==> config.mk <==
export PLATFORM = sky130hd
export DESIGN_NAME = pattern_bus_driver_flat
export DESIGN_NICKNAME = d
export VERILOG_FILES = /design/src/rtl/pattern_bus_driver_if.sv /design/src/rtl/pattern_bus_driver.sv /design/src/flat_wrapper.sv
export SDC_FILE = /design/constraint.sdc
export NUM_CORES = 1
export LEC_CHECK = 0
export CAP_MARGIN = 25
export CORE_MARGIN = 1
export CORE_UTILIZATION = 55
export DETAILED_ROUTE_END_ITERATION = 16
export GPL_TIMING_DRIVEN = 0
export PLACE_DENSITY = 0.86
export SYNTH_ARGS = -nofsm -noshare
export SYNTH_HDL_FRONTEND = slang
export SYNTH_SLANG_ARGS = --single-unit
==> constraint.sdc <==
create_clock -name CLK -period 4.5 [get_ports CLK]
set_input_delay 0.675 -clock CLK [delete_from_list [all_inputs] [get_ports CLK]]
set_output_delay 0.675 -clock CLK [all_outputs]
set_load 0.02 [all_outputs]
==> src/rtl/pattern_bus_driver_if.sv <==
// Pattern word handshake, byte-beat bus and match-count readback for pattern_bus_driver.
// PATTERN_REPEAT_EN adds the REPEAT control signal.
interface pattern_bus_driver_if #(
   parameter int CNT_W = 16
);
   logic [31:0]      WORD_IN;
   logic             WORD_VALID;
   logic             WORD_READY;
   logic [1:0]       ABUS;
   logic [7:0]       DBUS;
   logic             BSTB;
   logic             BUSY;
   logic             WREN;
   logic [CNT_W-1:0] MATCH_CNT;
`ifdef PATTERN_REPEAT_EN
   logic             REPEAT;

   modport master (
      input  WORD_IN, WORD_VALID, WREN, REPEAT,
      output WORD_READY, ABUS, DBUS, BSTB, BUSY, MATCH_CNT
   );
   modport slave (
      output WORD_IN, WORD_VALID, WREN, REPEAT,
      input  WORD_READY, ABUS, DBUS, BSTB, BUSY, MATCH_CNT
   );
`else
   modport master (
      input  WORD_IN, WORD_VALID, WREN,
      output WORD_READY, ABUS, DBUS, BSTB, BUSY, MATCH_CNT
   );
   modport slave (
      output WORD_IN, WORD_VALID, WREN,
      input  WORD_READY, ABUS, DBUS, BSTB, BUSY, MATCH_CNT
   );
`endif
endinterface

==> src/rtl/pattern_bus_driver.sv <==
// Serialises 32-bit pattern words into ABUS/DBUS byte beats and counts WREN matches.
// Optional word repetition is enabled by defining PATTERN_REPEAT_EN.
module pattern_bus_driver #(
   parameter int NUM_BEATS  = 4,
   parameter int GAP_CYCLES = 1,
   parameter int CNT_W      = 16
) (
   input logic                  CLK,
   input logic                  RST,
   pattern_bus_driver_if.master bus
);
   localparam logic [1:0] S_IDLE    = 2'd0;
   localparam logic [1:0] S_BEAT    = 2'd1;
   localparam logic [1:0] S_GAP     = 2'd2;
   localparam logic [1:0] LAST_BEAT = 2'(NUM_BEATS - 1);
   localparam logic [3:0] GAP_LOAD  = 4'(GAP_CYCLES);

   logic [1:0]       state_q, state_d;
   logic [1:0]       beat_q, beat_d;
   logic [3:0]       gap_q, gap_d;
   logic [31:0]      word_q, word_d;
   logic [1:0]       abus_q, abus_d;
   logic [7:0]       dbus_q, dbus_d;
   logic             bstb_q, bstb_d;
   logic [CNT_W-1:0] cnt_q, cnt_d;
   logic             enter_beat;
   logic             repeat_en;
   logic [31:0]      word_src;
   logic [7:0]       lane_bytes [4];

`ifdef PATTERN_REPEAT_EN
   assign repeat_en = bus.REPEAT;
`else
   assign repeat_en = 1'b0;
`endif

   // In IDLE the byte about to go out comes straight from the accepted input word.
   assign word_src = (state_q == S_IDLE) ? bus.WORD_IN : word_q;

   genvar gi;
   generate
      for (gi = 0; gi < 4; gi++) begin : g_lane
         assign lane_bytes[gi] = word_src[8*gi +: 8];
      end
   endgenerate

   always_comb begin
      state_d    = state_q;
      beat_d     = beat_q;
      gap_d      = gap_q;
      word_d     = word_q;
      abus_d     = abus_q;
      dbus_d     = dbus_q;
      bstb_d     = 1'b0;
      enter_beat = 1'b0;
      case (state_q)
         S_IDLE: begin
            if (bus.WORD_VALID) begin
               word_d     = bus.WORD_IN;
               beat_d     = 2'd0;
               enter_beat = 1'b1;
            end
         end
         S_BEAT: begin
            if (beat_q == LAST_BEAT && !repeat_en) begin
               state_d = S_IDLE;
            end else begin
               beat_d = (beat_q == LAST_BEAT) ? 2'd0 : beat_q + 2'd1;
               if (GAP_CYCLES == 0) begin
                  enter_beat = 1'b1;
               end else begin
                  state_d = S_GAP;
                  gap_d   = GAP_LOAD;
               end
            end
         end
         S_GAP: begin
            gap_d = gap_q - 4'd1;
            if (gap_q == 4'd1) enter_beat = 1'b1;
         end
         default: state_d = S_IDLE;
      endcase
      // Outputs are loaded on the edge that enters BEAT, so they are registered.
      if (enter_beat) begin
         state_d = S_BEAT;
         abus_d  = beat_d;
         dbus_d  = lane_bytes[beat_d];
         bstb_d  = 1'b1;
      end
   end

   assign cnt_d = (bus.WREN && cnt_q != {CNT_W{1'b1}}) ? cnt_q + CNT_W'(1) : cnt_q;

   always_ff @(posedge CLK) begin
      if (RST) begin
         state_q <= S_IDLE;
         beat_q  <= 2'd0;
         gap_q   <= 4'd0;
         word_q  <= 32'd0;
         abus_q  <= 2'd0;
         dbus_q  <= 8'd0;
         bstb_q  <= 1'b0;
         cnt_q   <= '0;
      end else begin
         state_q <= state_d;
         beat_q  <= beat_d;
         gap_q   <= gap_d;
         word_q  <= word_d;
         abus_q  <= abus_d;
         dbus_q  <= dbus_d;
         bstb_q  <= bstb_d;
         cnt_q   <= cnt_d;
      end
   end

   assign bus.WORD_READY = (state_q == S_IDLE) && !RST;
   assign bus.BUSY       = (state_q != S_IDLE);
   assign bus.ABUS       = abus_q;
   assign bus.DBUS       = dbus_q;
   assign bus.BSTB       = bstb_q;
   assign bus.MATCH_CNT  = cnt_q;
endmodule
==> src/flat_wrapper.sv <==
// flat-port wrapper written by rule: the top's interface ports become plain ports
module pattern_bus_driver_flat 
#(
   parameter int NUM_BEATS  = 4,
   parameter int GAP_CYCLES = 1,
   parameter int CNT_W      = 16
)
  (CLK, RST, bus_WORD_IN, bus_WORD_VALID, bus_WREN, bus_WORD_READY, bus_ABUS, bus_DBUS, bus_BSTB, bus_BUSY, bus_MATCH_CNT);
  pattern_bus_driver_if #(.CNT_W(CNT_W)) bus_i ();
  input logic CLK;
  input logic RST;
  input wire logic [$bits(bus_i.WORD_IN)-1:0] bus_WORD_IN;
  input wire logic [$bits(bus_i.WORD_VALID)-1:0] bus_WORD_VALID;
  input wire logic [$bits(bus_i.WREN)-1:0] bus_WREN;
  output wire logic [$bits(bus_i.WORD_READY)-1:0] bus_WORD_READY;
  output wire logic [$bits(bus_i.ABUS)-1:0] bus_ABUS;
  output wire logic [$bits(bus_i.DBUS)-1:0] bus_DBUS;
  output wire logic [$bits(bus_i.BSTB)-1:0] bus_BSTB;
  output wire logic [$bits(bus_i.BUSY)-1:0] bus_BUSY;
  output wire logic [$bits(bus_i.MATCH_CNT)-1:0] bus_MATCH_CNT;
  assign bus_i.WORD_IN = bus_WORD_IN;
  assign bus_i.WORD_VALID = bus_WORD_VALID;
  assign bus_i.WREN = bus_WREN;
  assign bus_WORD_READY = bus_i.WORD_READY;
  assign bus_ABUS = bus_i.ABUS;
  assign bus_DBUS = bus_i.DBUS;
  assign bus_BSTB = bus_i.BSTB;
  assign bus_BUSY = bus_i.BUSY;
  assign bus_MATCH_CNT = bus_i.MATCH_CNT;
  pattern_bus_driver #(.NUM_BEATS(NUM_BEATS), .GAP_CYCLES(GAP_CYCLES), .CNT_W(CNT_W)) u_core (.CLK(CLK), .RST(RST), .bus(bus_i));
endmodule
==> results.toml <==
[logic_synthesis]
synthesis.nets = 418
ys_seq_area_share_pct = 42.3
async_reset_ff_share_pct = 0
ys_ff_latch = 67
netlist_top_cells_area = "dfxtp_1 (42%), nand2_1 (10%), a21oi_1 (6.6%)"
ys_types = 60
synth.avg_cell_area_um2 = 8.36
synth_top_area_share_pct = 42.3
syn_inst = 379
yosysTopAreaCell = "dfxtp_1"
synth-edff-count = 0
synth_area_um2 = 3170
synthFlopType = "dfxtp_1"
yosys_warnings = 0

[floorplanning]
die_w_um = 77.9
core_um2 = 5540
die_h_um = 77.9
initial_core_util_pct = 57.2
ios = 65
dieArea_um2 = 6070
core.rowCount = 27

[final_layout]
syn_to_final_growth_pct = 29.2
utilization_pct = 73.9
finalInstanceArea_um2 = 4090
fin_nets = 493
drive_gt1_share_pct = 11.1
multi_input_area_um2 = 1710
diodes = 0
final_cells = 530
fill_cells = 458
final-seq-area_um2 = 1340

[power]
p_per_area_nw_per_um2 = 336
clockPowerShare_pct = 36.6
swShare_pct = 26.6
pwr-share-seq_pct = 47.0
p_int_mw = 1.01
power_mw = 1.37
vdd_ir_drop_max_mv = 0.267
p_sw_mw = 0.366
power_frac_comb_pct = 16.4
p_leak_nw = 1.54

[run]
maxCapViolCount = 0

[timing]
min_period_over_period_pct = 58.4
worstMarginPinSlew_ns = 0.624
rsz0062_at_grt = "no"
finalSetupTns_ns = 0
fin_ws_ns = 1.87
finalHoldViolCount = 0
skew_ns = 0.00807
relSlewSlack_pct = 58.4
finalMaxSlewViolations = 0
clock.fmax_mhz = 381
holdWs_ns = 0.452
fin_crit_ns = 2.63
finalSetupViolations = 0

[clock_tree]
clk_path_buf_depth = 2
cts_resized = 0
postCtsSetupRepairBufs = 0
cts_buffers = 9
clk_pin_slew_ns = 0.07
root_buffer = "clkbuf_8"
htree_num_levels = 3
cts_hold_buf = 0
insertion_delay_ns = 0.36
cts_tree = "done"
clock_sinks = 67

[global_route]
antenna_found_initial = 0
grt_pass1_vias = 2978
grt_overflow = 0
grt_pass1_wl_mm = 13.8
grt_use_total_pct = 29.6
grt_max_degree = 11

[detailed_routing]
routed_wl_mm = 8.46
routed_via_density = 5.80
ant_nets = 0
vias = 3074
drtIter0Drc = 215
remaining_drc_errors = 0
routedWlPerCell_um = 16.0
dr.pass1.iters = 4

[placed_design]
hpwl_mm = 6.13
dp_worst_setup_slack_ns = 1.86
dp_cells = 515
placed_area_um2 = 3900
routabilityCongestion = 0.881
port_buffers = 64

[setup_path]
critPathCaptureType = "output port"
crit_path_start_kind = "input port"
required_ns = 3.83
worst-setup-path-type = "input port to output port"
critical_path.max_fanout = 3
cp_data_arrival_time_ns = 1.95

[hold_path]
hold_path.class = "register to register"

[run_status]
status = "complete, no violations"
cells in the final DEF, fill, tap and decap left out, types with 5 or more instances in the layout:
cell,n
nor2_1,35
nor3_1,8
inv_1,5
dfxtp_1,67
clkbuf_1,12
and3_1,10
clkdlybuf4s50_1,64
xnor2_1,6
mux2i_1,5
a21oi_1,42
a22oi_1,10
nand2_1,85
buf_2,7
clkbuf_8,11
flip-flops by register name, summed over array words and instances, names as in the netlist:
name                  cells
u_core.word_q            32
u_core.bus.BSTB           1
u_core.gap_q              4
u_core.beat_q             2
u_core.bus.ABUS           2
u_core.bus.MATCH_CNT     16
u_core.bus.DBUS           8
u_core.state_q            2
layer usage:
layer  GRT usage (%)  wire length [µm]  vias to the layer above
li1                -                 -                     1478
met1            35.0              3490                     1444
met2            49.3              4180                      119
met3            7.41               485                       33
met4            15.9               297                        0
met5               0                 0                        -
Yosys cell counts (2+ instances only):
cell type / count
nand2_1: 85
dfxtp_1: 67
a21oi_1: 42
nor2_1: 35
a22oi_1: 10
and3_1: 10
clkbuf_1: 10
nor3_1: 8
buf_2: 7
xnor2_1: 6
inv_1: 5
mux2i_1: 5
a211oi_1: 4
a21boi_0: 4
mux2_2: 4
nand3_1: 4
o211ai_1: 4
o21ai_0: 4
o311ai_1: 4
a22o_1: 3
and2_1: 3
ha_1: 3
nand2b_1: 3
a2111oi_2: 2
a21o_1: 2
a31oi_1: 2
and3_2: 2
and4_1: 2
buf_4: 2
nand4_1: 2
nor2_2: 2
nor4_1: 2
nor4b_2: 2
or2_2: 2
xor2_1: 2
path summary, 6_finish.rpt:
check,startpoint,endpoint,slack (ns),depth (start not counted)
max,RST,bus_WORD_READY,1.87,3
min,u_core.word_q[17]$_SDFFE_PP0P_,u_core.word_q[17]$_SDFFE_PP0P_,0.45,2
max reg2reg,u_core.bus.MATCH_CNT[0]$_SDFFE_PP0P_,u_core.bus.MATCH_CNT[9]$_SDFFE_PP0P_,2.48,7
min reg2reg,u_core.word_q[17]$_SDFFE_PP0P_,u_core.word_q[17]$_SDFFE_PP0P_,0.45,2
cell families (layout without fill, tap and decap cells):
| group | count (synthesis) | in the layout | synth area share [%] |
|---|---|---|---|
| adders and majority gates | 3 | 3 | 1.18 |
| buffers and inverters | 26 | 105 | 3.71 |
| DFF | 67 | 67 | 42.3 |
| xor gates and xnor gates | 8 | 8 | 2.21 |
| and+or+nand+nor | 176 | 176 | 27.8 |
| muxes | 9 | 9 | 3.00 |
| AOI/OAI and AO/OA | 90 | 90 | 19.7 |
cell type report:
class	instances	area share, %
timing repair buffer	64	15.7
clock inverter	2	0.856
buffer	20	2.32
inverter	6	0.550
tap	72	2.20
sequential	67	32.8
multi-input combinational	286	41.8
clock buffer	13	3.88
power by group through the flow:
stage	combinational, mW	sequential, mW	clock, mW
after floorplan	0.117	0.666	0
after global placement	0.217	0.657	0
after detailed placement	0.222	0.659	0
after CTS	0.223	0.646	0.505
after global routing	0.245	0.650	0.531
final	0.225	0.647	0.503
critical path, stage by stage:
cell and delay, ns:
clkdlybuf4s50_1 0.47, nor2_1 0.18, clkdlybuf4s50_1 0.63
Note: power is estimated with default switching activity, not from simulation.
